### src/rtl/div_seq.sv
// div_seq: multi-cycle restoring divider for E-stage DIV/DIVU, holds the pipeline and writes HI/LO once.
// Optional macro DIV_ZERO_FAST_EN: a zero divisor bypasses RUN/FIX and completes in one cycle.
module div_seq #(
    parameter int WIDTH = 32
) (
    input  logic             clk,
    input  logic             rst,
    input  logic [7:0]       aluopE,
    input  logic             validE,
    input  logic [WIDTH-1:0] srcaE,
    input  logic [WIDTH-1:0] srcbE,
    input  logic             annul,
    input  logic             stall_ext,
    output logic             div_stallE,
    output logic             busy,
    output logic             hilo_we,
    output logic [WIDTH-1:0] hi_o,
    output logic [WIDTH-1:0] lo_o
);
    // state | meaning
    // IDLE  | waiting for DIV/DIVU in E
    // RUN   | one restoring shift-subtract step per cycle
    // FIX   | sign correction, results registered to hi_o/lo_o
    // DONE  | HI/LO write when stall_ext is low

    localparam logic [7:0] EXE_DIV_OP  = 8'b00011010;
    localparam logic [7:0] EXE_DIVU_OP = 8'b00011011;
    localparam int CW = $clog2(WIDTH) + 1;

    typedef enum logic [1:0] {IDLE, RUN, FIX, DONE} state_t;

    state_t             state, state_nxt;
    logic [CW-1:0]      cnt;
    logic [WIDTH-1:0]   divisor;
    logic [2*WIDTH-1:0] rq;
    logic               signed_op, sign_q, sign_r;
    logic               is_div, start, last_step, zero_fast;
    logic [WIDTH-1:0]   abs_a, abs_b, op_a, op_b;
    logic [WIDTH-1:0]   rem, quo;
    logic [WIDTH:0]     trial;

    assign is_div    = (aluopE == EXE_DIV_OP);
    assign start     = rst & (state == IDLE) & validE & ~annul
                       & (is_div | (aluopE == EXE_DIVU_OP));
    assign abs_a     = srcaE[WIDTH-1] ? -srcaE : srcaE;
    assign abs_b     = srcbE[WIDTH-1] ? -srcbE : srcbE;
    assign op_a      = is_div ? abs_a : srcaE;
    assign op_b      = is_div ? abs_b : srcbE;
    assign last_step = (cnt == CW'(WIDTH - 1));
    assign rem       = rq[2*WIDTH-1:WIDTH];
    assign quo       = rq[WIDTH-1:0];
    // The bit shifted out of rem is kept as the trial MSB so divisors above 2^(WIDTH-1) work.
    assign trial     = {rem, quo[WIDTH-1]} - {1'b0, divisor};

`ifdef DIV_ZERO_FAST_EN
    assign zero_fast = (srcbE == '0);
`else
    assign zero_fast = 1'b0;
`endif

    always_ff @(posedge clk) begin
        if (!rst) state <= IDLE;
        else      state <= state_nxt;
    end

    always_comb begin
        state_nxt = state;
        if (annul) begin
            state_nxt = IDLE;
        end else begin
            case (state)
                IDLE:    if (start) state_nxt = zero_fast ? DONE : RUN;
                RUN:     if (last_step) state_nxt = FIX;
                FIX:     state_nxt = DONE;
                DONE:    if (!stall_ext) state_nxt = IDLE;
                default: state_nxt = IDLE;
            endcase
        end
    end

    always_comb begin
        busy       = rst & (state != IDLE);
        hilo_we    = rst & (state == DONE) & ~stall_ext & ~annul;
        div_stallE = rst & ~annul & (start | (state == RUN) | (state == FIX));
    end

    always_ff @(posedge clk) begin
        if (!rst) begin
            cnt       <= '0;
            divisor   <= '0;
            rq        <= '0;
            signed_op <= 1'b0;
            sign_q    <= 1'b0;
            sign_r    <= 1'b0;
            hi_o      <= '0;
            lo_o      <= '0;
        end else begin
            case (state)
                IDLE: begin
                    if (start) begin
                        cnt       <= '0;
                        divisor   <= op_b;
                        rq        <= {{WIDTH{1'b0}}, op_a};
                        signed_op <= is_div;
                        sign_q    <= srcaE[WIDTH-1] ^ srcbE[WIDTH-1];
                        sign_r    <= srcaE[WIDTH-1];
                        if (zero_fast) begin
                            hi_o <= srcaE;
                            lo_o <= '1;
                        end
                    end
                end
                RUN: begin
                    cnt <= cnt + CW'(1);
                    if (!trial[WIDTH]) rq <= {trial[WIDTH-1:0], quo[WIDTH-2:0], 1'b1};
                    else               rq <= {rq[2*WIDTH-2:0], 1'b0};
                end
                FIX: begin
                    lo_o <= (signed_op & sign_q) ? -quo : quo;
                    hi_o <= (signed_op & sign_r) ? -rem : rem;
                end
                default: ;
            endcase
        end
    end
endmodule

### config.mk
export PLATFORM = sky130hd
export DESIGN_NAME = div_seq
export DESIGN_NICKNAME = d
export VERILOG_FILES = /design/src/rtl/div_seq.sv
export SDC_FILE = /design/constraint.sdc
export NUM_CORES = 1
export LEC_CHECK = 0
export CORE_ASPECT_RATIO = 0.9
export CORE_UTILIZATION = 50
export CTS_CLUSTER_SIZE = 14
export DETAILED_ROUTE_END_ITERATION = 7
export GPL_TIMING_DRIVEN = 1
export HOLD_SLACK_MARGIN = 0.08
export PLACE_DENSITY = 0.82
export SKIP_LAST_GASP = 1
export SLEW_MARGIN = 20
export SYNTH_ARGS = -nofsm -noshare
export SYNTH_HDL_FRONTEND = slang
export SYNTH_SLANG_ARGS = --single-unit
### constraint.sdc
create_clock -name clk -period 7.7 [get_ports clk]
set_input_delay 1.54 -clock clk [delete_from_list [all_inputs] [get_ports clk]]
set_output_delay 1.54 -clock clk [all_outputs]
set_load 0.01 [all_outputs]
==> results.toml, run 1 <==
[floorplan]
die_area_um2 = 23100
placementRows = 51
initial_core_util = 0.515
die_h_um = 144
fp.coreArea_um2 = 21800
top_level_ports = 144
die_x_um = 160

[timing]
rsz0062_at_grt = "false"
drv_slew = 0
max_slew_margin = 0.298
setup_viol = 0
skew_ns = 0.00949
worst_slew_pin_slew_ns = 1.05
min_period_ns = 5.52
fin_ws_ns = 2.18
finalSetupTns_ns = 0
fmax_mhz = 181
hold_viol_final = 0
period_share = 0.717

[layout]
drive_gt1_frac = 0.0438
final_util = 0.613
area_delta_synth_final_pct = 19.1
multiInputGateArea_um2 = 7290
design_area_um2 = 13400
n_fill_cell = 1876
fin_nets = 1634
regArea_um2 = 3420
antennaDiodeCount = 0

[min_path]
holdPathStages = 2
min_from = "divisor[31]"
min_path_type = "reg -> reg"
min_to = "divisor[31]"

[power_and_ir_drop]
leakagePower_nw = 5.45
ir_drop_mv = 0.141
total_power_mw = 1.90
power_density_nw_per_um2 = 142

[clock_tree]
cts_tree = "yes"
cts_root_buf = "clkbuf_16"
ctsResizeCount = 0
cts-buffers-inserted = 17
cts_buffer_depth = 2
insertion_delay_ns = 0.44
postCtsSetupBuffers = 0
cts_sinks = 171
cts_hold_buf = 0
clk_pin_slew_ns = 0.07
cts.htree.levels = 4

[global_routing]
grt_max_degree = 104
grtUsageMet1 = 0.376
met2_usage = 0.375
first_global_vias = 9323
grt.busiest_layer = "met1"
track_usage = 0.256
antenna_found_initial = 0
grt_use_met3 = 0.0565
grt-ovfl-total = 0
grt_pass1_wl_um = 47700

[synthesis]
syn_inst = 1427
yosysSeqAreaShare = 0.305
synthFlopType = "dfxtp_1"
synth_nets = 1546
async_flop_share = 0
synthDistinctLibCells = 73
yosys_warnings = 0
synth_edf_count = 0
synth_area_um2 = 11200
synth-seq-cells = 171
syn_avg_cell_area_um2 = 7.87

[worst_setup_path]
crit_top_cell = "clkdlybuf4s50_1"
worst-endpoint-required_ns = 6.16
slowest_delay_ns = 0.63
worst-path-max-fanout = 72
critPathKind = "in -> out"
r2r_cells = 10
crit_path_cell_trace = "clkdlybuf4s50_1 > nor4b_1 > nand3_2 > buf_4 > a21oi_1 > clkdlybuf4s50_1"
critPathCaptureType = "output port"
crit_arrival_ns = 3.98
r2r-end = "rq[51]"
critPathLaunchType = "input port"
reg2reg_slack_ns = 4.14
crit_slowest_cell = "clkdlybuf4s50_1"
rr_startpoint = "rq[41]"

[detailed_routing]
vias_per_cell = 5.77
wl_um = 30000
initialDrtViolationCount = 924
dr_total_vias = 10500
wl_per_cell_um = 16.5
drc = 0
antenna_left = 0
drt-pass1-iter-count = 5

[placement]
gp_congestion = 0.970
hpwlAfterDp_um = 22100
io_buffer_count = 143
dpl_cell_area_um2 = 12800
pre_cts_ws_ns = 2.18

[flow_run]
drv_cap = 0

[run_status]
status = "finished clean"
==> cell usage after synthesis, drive strengths merged (38+ instances only) <==
master	count	area share
nand2	228	0.077
clkbuf	68	0.023
nor2	57	0.019
xnor2	76	0.059
a21oi	83	0.037
ha	41	0.046
inv	56	0.019
and2	46	0.026
dfxtp	171	0.30
xor2	66	0.051
mux2i	38	0.034
o211a	54	0.048
o21ai	139	0.062
==> power by group <==
group | internal, mW | leakage (nW) | switching (mW)
Combinational | 0.0570 | 3.78 | 0.0565
Clock | 0.524 | 0.297 | 0.379
Sequential | 0.884 | 1.38 | 0.000310
Total | 1.47 | 5.45 | 0.435
==> placed cells by master (no fill, tap or decap), types with 5 or more instances in the layout <==
cell,n
nor4_1,12
nand2_1,226
o21ai_1,11
a32oi_1,8
inv_1,56
and2_1,45
or4_1,5
o21a_1,5
nor3_1,29
clkbuf_16,17
nand4_1,8
a21o_1,14
o31ai_1,17
or3_1,17
a21oi_1,81
nand3_1,16
o211a_1,54
o41ai_1,8
mux2i_1,38
nor2b_1,27
nor2_1,56
dfxtp_1,171
and3_1,9
xnor2_1,76
o21ai_0,127
buf_4,9
ha_1,40
a21boi_0,21
o211ai_1,16
clkdlybuf4s50_1,142
nand2b_1,7
a31oi_1,9
xor2_1,66
==> critical path, delay by kind of cell <==
| family | cells | cell delay, ns |
|---|---|---|
| AO/OA/AOI/OAI | 1 | 0.32 |
| buffers and inverters | 3 | 1.37 |
| AND/OR/NAND/NOR | 2 | 0.76 |
==> registers in the layout, summed over array words and instances (netlist names) <==
signal     flops
sign_r         1
signed_op      1
hi_o          32
state          2
rq            64
lo_o          32
sign_q         1
cnt            6
divisor       32
==> worst max-delay path by stage <==
stage              start         end  slack, ns  cells after the start
6_report       aluopE[5]  div_stallE       2.18                      6
5_1_grt        aluopE[5]  div_stallE       1.93                      6
3_5_place_dp   aluopE[5]  div_stallE       2.18                      6
3_3_place_gp   aluopE[5]  div_stallE       2.20                      6
2_1_floorplan  aluopE[5]  div_stallE       3.39                      4
4_1_cts        aluopE[5]  div_stallE       2.17                      6
==> cell type report <==
type	instances	area share
multi-input combinational	1117	0.544
sequential	171	0.256
inverter	57	0.0160
timing repair buffer	151	0.111
clock inverter	12	0.0122
tap	291	0.0272
clock buffer	20	0.0334
==> logic make-up after synthesis <==
| kind of cell | Yosys count | synth area share |
|---|---|---|
| simple gates | 486 | 0.212 |
| compound gates | 409 | 0.242 |
| flops | 171 | 0.305 |
| xor+xnor | 142 | 0.111 |
| buf+inv | 139 | 0.0493 |
| fa+ha+maj | 42 | 0.0474 |
| mux | 38 | 0.0339 |
==> layer usage <==
metal  routed length, um  up-vias
li1                    -     5213
met1               14400     4864
met2               12600      396
met3                2630       27
met4                 317        0
met5                   0        -
==> through the flow <==
stage | cells | hold slack [ns]
floorplan | 1427 | 0.441
global placement | 1787 | 0.460
detailed placement | 1787 | 0.465
CTS | 1819 | 0.476
global route | 1819 | 0.501
finish | 1819 | 0.475
No activity file was read; power rests on OpenSTA's default activity.
==> inputs of run 2 (changes only) <==
Settings changed: PLACE_DENSITY 0.82 to 0.85.
Clock period 7.7 ns to 5 ns, I/O delays scaled along.
==> run 2 against run 1 <==
Against the previous run:
- the flow now finishes with violations (DRC)
- first-iteration DRC count is 4.4% higher
- die area stayed put
- cell count rose by 0.16%
- global-route usage increased by 0.77 points
- core utilization is essentially flat
- via count increased by 0.80%
- wire length up 2.4%
- critical endpoint unchanged
==> results.toml, run 2 (synthesis results as in run 1) <==
[run_status]
status = "finished with violations"
failed_checks = "DRC"

[detailed_routing]
vias_per_cell = 5.81
wl_per_cell_um = 16.9
drt-pass1-iter-count = 8
dr_total_vias = 10584
initialDrtViolationCount = 965
drc = 1
antenna_left = 0
wl_um = 30700

[timing]
finalSetupTns_ns = 0
hold_slack_ns = 0.477
fmax_mhz = 242
hold_viol_final = 0
drv_slew = 0
min_period_ns = 4.13
skew_ns = 0.0124
max_slew_margin = 0.388
period_share = 0.827
rsz0062_at_grt = "false"
worst_slew_pin_slew_ns = 0.917
setup_viol = 0

[min_path]
min_path_type = "reg -> reg"

[clock_tree]
cts_sinks = 171
ctsResizeCount = 0
cts_root_buf = "clkbuf_16"
cts.htree.levels = 4
cts_buffer_depth = 2
cts_hold_buf = 0
cts-buffers-inserted = 17
postCtsSetupBuffers = 0
cts_tree = "yes"
clk_pin_slew_ns = 0.06
insertion_delay_ns = 0.43

[worst_setup_path]
critPathCaptureType = "output port"
critPathKind = "in -> out"
crit_top_cell = "clkdlybuf4s50_1"
slowest_delay_ns = 0.71
critPathTopFamily = "buffers and inverters"
crit_path_cell_trace = "clkdlybuf4s50_1 > nor4b_1 > nand3_2 > a21oi_1 > clkdlybuf4s50_1"
worst-path-max-fanout = 5
critPathLaunchType = "input port"
worst-endpoint-required_ns = 4.00
worst-path-buf-inv = 2
reg2reg_slack_ns = 1.27
crit_slowest_cell = "nor4b_1"
crit_arrival_ns = 3.13

[placement]
gp_congestion = 0.932
hpwlAfterDp_um = 22800
io_buffer_count = 143

[flow_run]
drv_cap = 0

[power_and_ir_drop]
pwr-share-clk = 0.464
switching_share = 0.235
total_power_mw = 2.86
pwr-share-seq = 0.476
intPower_mw = 2.19
power.switching_mw = 0.672
leakagePower_nw = 5.45
ir_drop_mv = 0.175
power_density_nw_per_um2 = 214
pwr-share-comb = 0.061

[layout]
fin_nets = 1637
antennaDiodeCount = 0
drive_gt1_frac = 0.0464
regMostFlops = "rq"
layout_common_cells = "226 x nand2_1, 171 x dfxtp_1, 142 x clkdlybuf4s50_1"
layout_commonest_cell = "nand2_1"
largest_register_ffs = 64
area_delta_synth_final_pct = 19.1

[floorplan]
initial_core_util = 0.515
top_level_ports = 144
die_h_um = 144
fp.coreArea_um2 = 21800
placementRows = 51
die_area_um2 = 23100
die_x_um = 160

[global_routing]
first_global_vias = 9634
grt_pass1_wl_um = 49200
grt-ovfl-total = 0
grt_max_degree = 111
antenna_found_initial = 0
track_usage = 0.264
==> run 2: path summary, 6_finish.rpt <==
check | start | to | cells after the start
min reg2reg | lo_o[12] | lo_o[12] | 1
min | lo_o[12] | lo_o[12] | 1
max reg2reg | rq[41] | rq[60] | 11
max | aluopE[5] | div_stallE | 5
==> run 2: power groups by stage <==
stage | Combinational (mW) | Clock (mW) | Sequential [mW]
after floorplan | 0.0714 | 0 | 1.39
after global placement | 0.169 | 0 | 1.39
after detailed placement | 0.171 | 0 | 1.39
after CTS | 0.172 | 1.34 | 1.36
after global routing | 0.187 | 1.40 | 1.36
final | 0.174 | 1.33 | 1.36
==> run 2: cell type report <==
class,count,area (um^2)
Inverter,57,214
Timing Repair Buffer,154,1520
Clock buffer,19,433
Multi-Input combinational cell,1117,7290
Sequential cell,171,3420
Clock inverter,13,143
Fill cell,1905,8440
Tap cell,291,364
==> run 2: through the flow <==
step | cell area [um^2] | setup slack [ns] | instances | utilization
floorplan | 11200 | 1.77 | 1427 | -
global placement | 12800 | 0.954 | 1790 | 0.586
detailed placement | 12800 | 0.865 | 1790 | 0.586
CTS | 13400 | 0.863 | 1822 | 0.613
global route | 13400 | 0.609 | 1822 | 0.613
finish | 13400 | 0.865 | 1822 | 0.613
==> run 2: per-layer routing <==
metal	wire length, um	up-vias	track usage
met5	0	-	0
met2	13100	403	0.389
met4	562	0	0.0777
met3	2160	45	0.0439
li1	-	5207	-
met1	14900	4929	0.390
